[src/rtl/serial_adder_ctrl.sv]
// Bit-serial adder: one shared full-adder slice walks the operands LSB first.
// Optional signed-overflow output is enabled by defining SERIAL_ADDER_OVF_EN.

module half_adder (
  input  logic a_i,
  input  logic b_i,
  output logic sum_c,
  output logic carry_c
);
  assign sum_c   = a_i ^ b_i;
  assign carry_c = a_i & b_i;
endmodule

module serial_adder_ctrl #(
  parameter int unsigned WIDTH = 8
) (
  input  logic             clk,
  input  logic             rst,
  input  logic             start,
  input  logic [WIDTH-1:0] a,
  input  logic [WIDTH-1:0] b,
  output logic             busy,
  output logic             done,
  output logic [WIDTH-1:0] sum,
  output logic             carry
`ifdef SERIAL_ADDER_OVF_EN
  ,
  output logic             overflow
`endif
);

  localparam int unsigned CW = $clog2(WIDTH) + 1;
  localparam logic [CW-1:0] LAST_BIT = CW'(WIDTH - 1);

  typedef enum logic [1:0] {IDLE, RUN, DONE} state_t;

  state_t           state_q, state_d;
  logic [WIDTH-1:0] a_q, a_d, b_q, b_d, res_q, res_d;
  logic [WIDTH-1:0] sum_q, sum_d;
  logic [CW-1:0]    cnt_q, cnt_d;
  logic             cy_q, cy_d;
  logic             carry_q, carry_d;
  logic             busy_q, done_q;
`ifdef SERIAL_ADDER_OVF_EN
  logic             ovf_q, ovf_d;
`endif

  // Shared full-adder slice: two half adders plus an OR of their carries
  logic s0, c0, s_bit, c1, c_out;

  half_adder u_ha0 (.a_i(a_q[0]), .b_i(b_q[0]), .sum_c(s0),    .carry_c(c0));
  half_adder u_ha1 (.a_i(s0),     .b_i(cy_q),   .sum_c(s_bit), .carry_c(c1));

  assign c_out = c0 | c1;

  always_ff @(posedge clk) begin
    if (rst) state_q <= IDLE;
    else     state_q <= state_d;
  end

  // Next state and datapath; IDLE and DONE share the operand-capture path
  always_comb begin
    state_d = state_q;
    a_d     = a_q;
    b_d     = b_q;
    res_d   = res_q;
    cy_d    = cy_q;
    cnt_d   = cnt_q;
    sum_d   = sum_q;
    carry_d = carry_q;
`ifdef SERIAL_ADDER_OVF_EN
    ovf_d   = ovf_q;
`endif
    case (state_q)
      IDLE, DONE: begin
        if (start) begin
          a_d     = a;
          b_d     = b;
          res_d   = '0;
          cy_d    = 1'b0;
          cnt_d   = '0;
          state_d = RUN;
        end else begin
          state_d = IDLE;
        end
      end
      RUN: begin
        res_d = {s_bit, res_q[WIDTH-1:1]};
        a_d   = a_q >> 1;
        b_d   = b_q >> 1;
        cy_d  = c_out;
        cnt_d = cnt_q + CW'(1);
        if (cnt_q == LAST_BIT) begin
          state_d = DONE;
          sum_d   = {s_bit, res_q[WIDTH-1:1]};
          carry_d = c_out;
`ifdef SERIAL_ADDER_OVF_EN
          ovf_d   = cy_q ^ c_out;
`endif
        end
      end
      default: state_d = IDLE;
    endcase
  end

  always_ff @(posedge clk) begin
    if (rst) begin
      a_q     <= '0;
      b_q     <= '0;
      res_q   <= '0;
      cy_q    <= 1'b0;
      cnt_q   <= '0;
      sum_q   <= '0;
      carry_q <= 1'b0;
      busy_q  <= 1'b0;
      done_q  <= 1'b0;
`ifdef SERIAL_ADDER_OVF_EN
      ovf_q   <= 1'b0;
`endif
    end else begin
      a_q     <= a_d;
      b_q     <= b_d;
      res_q   <= res_d;
      cy_q    <= cy_d;
      cnt_q   <= cnt_d;
      sum_q   <= sum_d;
      carry_q <= carry_d;
      busy_q  <= (state_d == RUN);
      done_q  <= (state_d == DONE);
`ifdef SERIAL_ADDER_OVF_EN
      ovf_q   <= ovf_d;
`endif
    end
  end

  assign busy  = busy_q;
  assign done  = done_q;
  assign sum   = sum_q;
  assign carry = carry_q;
`ifdef SERIAL_ADDER_OVF_EN
  assign overflow = ovf_q;
`endif

endmodule

[config.mk]
export PLATFORM = sky130hd
export DESIGN_NAME = serial_adder_ctrl
export DESIGN_NICKNAME = d
export VERILOG_FILES = /design/src/rtl/serial_adder_ctrl.sv
export SDC_FILE = /design/constraint.sdc
export NUM_CORES = 1
export LEC_CHECK = 0
export CAP_MARGIN = 20
export CORE_UTILIZATION = 46
export CTS_BUF_LIST = sky130_fd_sc_hd__clkbuf_16
export DETAILED_ROUTE_END_ITERATION = 12
export GPL_TIMING_DRIVEN = 0
export PLACE_DENSITY = 0.84
export SYNTH_ARGS = -nofsm -noshare
export SYNTH_HDL_FRONTEND = slang
export SYNTH_HIERARCHICAL = 1
export SYNTH_SLANG_ARGS = --single-unit
[constraint.sdc]
create_clock -name clk -period 1.27 [get_ports clk]
set_clock_uncertainty 0.1 [all_clocks]
set_input_delay 0.3175 -clock clk [delete_from_list [all_inputs] [get_ports clk]]
set_output_delay 0.3175 -clock clk [all_outputs]
set_load 0.02 [all_outputs]
Word-level counts from Yosys, hierarchy flattened
Index checks and enable logic that the tools add are counted.
- flip-flop bits (word level): 42
- bits in latches: 0
- memory bits (writable): 0
- memory bits (read-only): 0
- output and inout port bits: 11
- word-level logic and storage cells: 40
- memories kept: 0
- $add $sub $neg: 1
- multiply operators: 0
- div/mod/pow operators: 0
- order comparisons: 0
- equal/unequal tests: 6
- shift-type cells: 0
- multiplexer cells: 13
- bitwise gates (word level): 5
- reduce and logical (&&, ||, !) cells: 5
- operators by type and width (operator ; number):
    8-bit case mux with 2 select lines ; 3
    8-bit two-way mux ; 3
    4-bit case mux with 2 select lines ; 1
    4-bit by 1-bit adder with 4-bit output (second input constant) ; 1
    2-bit by 1-bit == test with 1-bit output (second input constant) ; 2
    2-bit == test (second input constant) ; 2
    4-bit by 3-bit == test with 1-bit output (second input constant) ; 1
    4-bit two-way mux ; 1
    2-bit case mux with 2 select lines ; 1
    2-bit AND reduction ; 2
    1-bit AND ; 2
    2-bit zero test ; 1
    1-bit two-way mux ; 2
    2-bit two-way mux ; 1
    2-bit != test (second input constant) ; 1
    1-bit case mux with 2 select lines ; 1
    2-bit nonzero test ; 1
    2-bit OR reduction ; 1
    1-bit bitwise XOR ; 2
    1-bit bitwise OR ; 1

Logic depth before layout (Yosys ltp)
- depth in word-level cells: 4
- mapped depth: 5

By module
The synthesis kept the hierarchy.
- by module, submodules not included (module ; instances ; cells an instance ; area an instance (um^2)):
    serial_adder_ctrl ; 1 ; 182 ; 1677.9
    half_adder ; 2 ; 1 ; 12.5

Least setup slack after synthesis
Ideal clock, no wire load.
- path kind: reg-to-reg
- from: register state_q[1]
- to: register done_q (netlist: done)
- data arrival time: 1.015 ns
- data required time: 1.041 ns
- path slack: 0.026 ns
- cell stages (with the launch flop): 6
- period minus slack after synthesis: 1.244 ns
- cells stage by stage: dfxtp_1 > and2b_1 > buf_6 > and3_4 > buf_6 > nor2b_1
- longest elaborated chain between the ends: 4
- elaborated cells between the ends (all ways): 7
- classes of those cells: 3 x eq/ne; 2 x mux; 2 x reduce/logical
- ends and longest elaborated chain (what ; line ; source):
    from (decl) ; 37 ; state_t state_q, state_d;
    from (signal assigned) ; 58 ; else state_q <= state_d;
    2-bit == test / 2-bit zero test (equally long branches) ; 74 ; case (state_q)
    2-bit OR reduction ; 74 ;
    2-bit case mux with 2 select lines (*) ; 74 ;
    2-bit == test (*) ; 129 ; done_q <= (state_d == DONE);
    to (signal assigned) ; 129 ;
    to (decl) ; 43 ; logic busy_q, done_q;
Mark *: on every way between the ends. The rest lies on a longest branch, timed or not.
A chain may end at the register's enable or synchronous reset.

Worst setup path after layout
- from: register state_q[1]
- to: register sum_q[2] (netlist: sum[2])
- longest elaborated chain between the ends: 2
- ends and longest elaborated chain (what ; line ; source):
    2-bit by 1-bit == test with 1-bit output ; 74 ;
    2-bit AND reduction (no source line) ; - ;
    to (signal assigned) ; 126 ; sum_q <= sum_d;
    to (decl) ; 39 ; logic [WIDTH-1:0] sum_q, sum_d;
No other way between the ends.

==> impl_metrics.ini <==
[detailed_routing]
wl_per_cell_um = 14.0
routed_wl_um = 3790
vias_per_cell = 5.38
drcViolationCount = 0
drtPass1Iterations = 4
antenna_left = 0
drtIter0Drc = 53
vias = 1452

[setup_path]
reg2reg_depth = 5
path_delay_family = simple AND/OR/NAND/NOR gates
crit_path_end_kind = flop
reg2reg_from = state_q[1]
r2r-end = sum[2]
reg2reg_setup_slack_ns = -0.10
critPathArrivalTime_ns = 1.48
cp_data_required_time_ns = 1.37
crit_type = reg2reg
crit_fanout = 10
cp_slowest_stage_delay_ns = 0.31
cp_cell_sequence = and2b_2, buf_6, and3_4, buf_12, mux2i_1
path_buf_inv = 2
cp-start-kind = flop
slowest_stage = dfxtp_2

[sta]
period_share = 1.08
slew_violations = 0
rsz0062_at_grt = yes
timing.hold.ws_ns = 0.369
setup_violations = 20
hold_violations = 0
max_clock_freq_mhz = 729
worst_slack_ns = -0.101
period_minus_slack_ns = 1.37
timing.slew.headroom = 0.608
worstMarginPinSlew_ns = 0.588

[logic_synthesis]
syn-num-nets = 206
yosysSeqAreaShare = 0.482
synth_fa_ha_area_frac = 0.0220
synth_xor_xnor_area_share = 0
synth_seq_cells = 41
avgSynthCellArea_um2 = 9.25
synthCells = 184
yosysWarnings = 6
synthSimpleGateAreaFrac = 0.208
synthMuxAreaShare = 0.0683
synth_top_family_by_area = simple AND/OR/NAND/NOR gates
synth_compound_area_frac = 0.166
syn_area_um2 = 1700
ys_types = 23

[status]
status = finished, violations left
failed_checks = negative setup slack

[clock_tree]
cts_tree = built
holdBufCountCts = 0
path_clk_slew_ns = 0.06
cts_max_path_buffers = 2
htreeDepth = 2
cts.sinks = 41
cts_made_buffers = 5
insertion_delay_ns = 0.28
root_buffer = clkbuf_16

[global_route]
antenna_found_initial = 0
grt_pass1_vias = 1406
grt-ovfl-total = 0
grt_max_degree = 14
gr-usage-all-layers = 0.203
grt_pass1_wl_um = 6220

[floorplanning]
die_w_um = 62.8
core_um2 = 3440
initial_core_util = 0.495
die_h_um = 62.8
io_pins = 30
num_rows = 21
dieArea_um2 = 3950

[worst_hold_path]
min-delay-start = a_q[6]
hold_end = a_q[6]
hold_class = reg2reg
whs_path_depth = 2

[placement]
portBuffers = 29
gp_congestion = 0.751
dp.cells = 259
placed_cell_area_um2 = 2050
hpwl_um = 2370

[final_layout]
drive_above_1_share = 0.263
nFillCells = 283
antenna_cells = 0
finalNetCount = 245
finalNonFillerCells = 270
fin_area_um2 = 2360
fin_util = 0.687
syn_to_final_growth_pct = 38.8

[job]
maxCapViolations = 0

[power]
cellPowerDensity_nw_per_um2 = 1410
irDropWorstVdd_mv = 0.811
p_leak_uw = 0.000883
finalPower_uw = 3340
==> cell families after synthesis <==
group / Yosys count
multiplexers: 11
buffers and inverters: 17
flip-flops: 41
AO/OA/AOI/OAI: 47
AND/OR/NAND/NOR: 65
adder cells (fa/ha/maj): 3
==> state kept, by name, summed over array words and instances (netlist names), 2 cells and up <==
signal,cells
a_q,8
b_q,8
sum,8
res_q,7
cnt_q,4
state_q,2
==> how the worst max path moves through the flow <==
stage,slack (ns),end,start,depth (start not counted)
2_1_floorplan,0.03,done,state_q[1],5
3_3_place_gp,-0.69,state_q[0],rst,4
3_5_place_dp,-0.71,state_q[0],rst,4
4_1_cts,-0.1,sum[2],state_q[1],5
5_1_grt,-0.15,sum[2],state_q[1],5
6_report,-0.10,sum[2],state_q[1],5
==> cell usage after synthesis <==
master,n,area [um2]
nor2_1,1,3.75
nand4_1,1,6.26
a21o_1,1,7.51
nand2_1,10,37.5
a211oi_2,1,12.5
a21oi_1,29,145
clkbuf_1,5,18.8
mux2i_1,9,90.1
nand2b_1,20,125
buf_2,10,50.1
mux2_2,1,11.3
o21ai_0,1,5.00
nand3_1,26,130
and3_4,1,11.3
mux2_4,1,15.0
and2b_1,1,7.51
dfxtp_1,41,821
nor2b_1,4,25.0
o21bai_1,1,7.51
nor3b_1,1,7.51
a22oi_1,14,105
ha_1,3,37.5
buf_6,2,22.5
==> tightest hold or removal path, delay by kind of cell (launching register included) <==
family          cells  cell delay (ns)
compound gates      1             0.06
simple gates        1             0.06
flops               1             0.31
==> layout by cell type (no fill, tap or decap), drive strengths merged, types with 2 or more instances in the layout <==
master / count
nor2b: 4
bufinv: 2
mux2: 2
ha: 3
nand2: 10
a21oi: 29
clkbuf: 10
dlygate4sd2: 2
buf: 26
clkdlybuf4s50: 16
a22oi: 14
dfxtp: 41
mux2i: 9
nand2b: 20
nand3: 26
==> metal layers <==
layer  vias up  wire [um]  GRT usage  share of wire
met5         -          0          0              0
met4         0         67     0.0669          0.018
met3         8        167     0.0675          0.044
met2        40       1980      0.351           0.52
met1       677       1580      0.234           0.42
li1        727          -          -              -
==> stage by stage <==
| step | setup TNS, ns | setup WS, ns |
|---|---|---|
| global route | -2.53 | -0.152 |
| global placement | -21.33 | -0.686 |
| detailed placement | -22.12 | -0.709 |
| CTS | -1.05 | -0.0959 |
| finish | -0.899 | -0.101 |
| floorplan | 0 | 0.0259 |
==> area by class of cell <==
cell class / instances / area, um2 / share of cell area
Clock buffer: 5 / 125 / 0.0529
Sequential cell: 41 / 823 / 0.348
Timing Repair Buffer: 32 / 259 / 0.110
Multi-Input combinational cell: 126 / 871 / 0.368
Buffer: 17 / 163 / 0.0688
Tap cell: 46 / 57.6 / 0.0244
Clock inverter: 3 / 65.1 / 0.0275
==> timing repair <==
| action | CTS | global route |
|---|---|---|
| pin swaps | 4 | 13 |
| setup buffers | 1 | 1 |
| setup endpoints to repair | 51 | 37 |
| resized for setup | 67 | 27 |
| gates cloned | 0 | 1 |
==> power by group <==
group,switching [uW],total [uW],internal (uW)
sequential,31.4,1370,1330
combinational,185,375,189
clock,481,1600,1120
total,698,3340,2640
(Power assumes the default switching activity.)
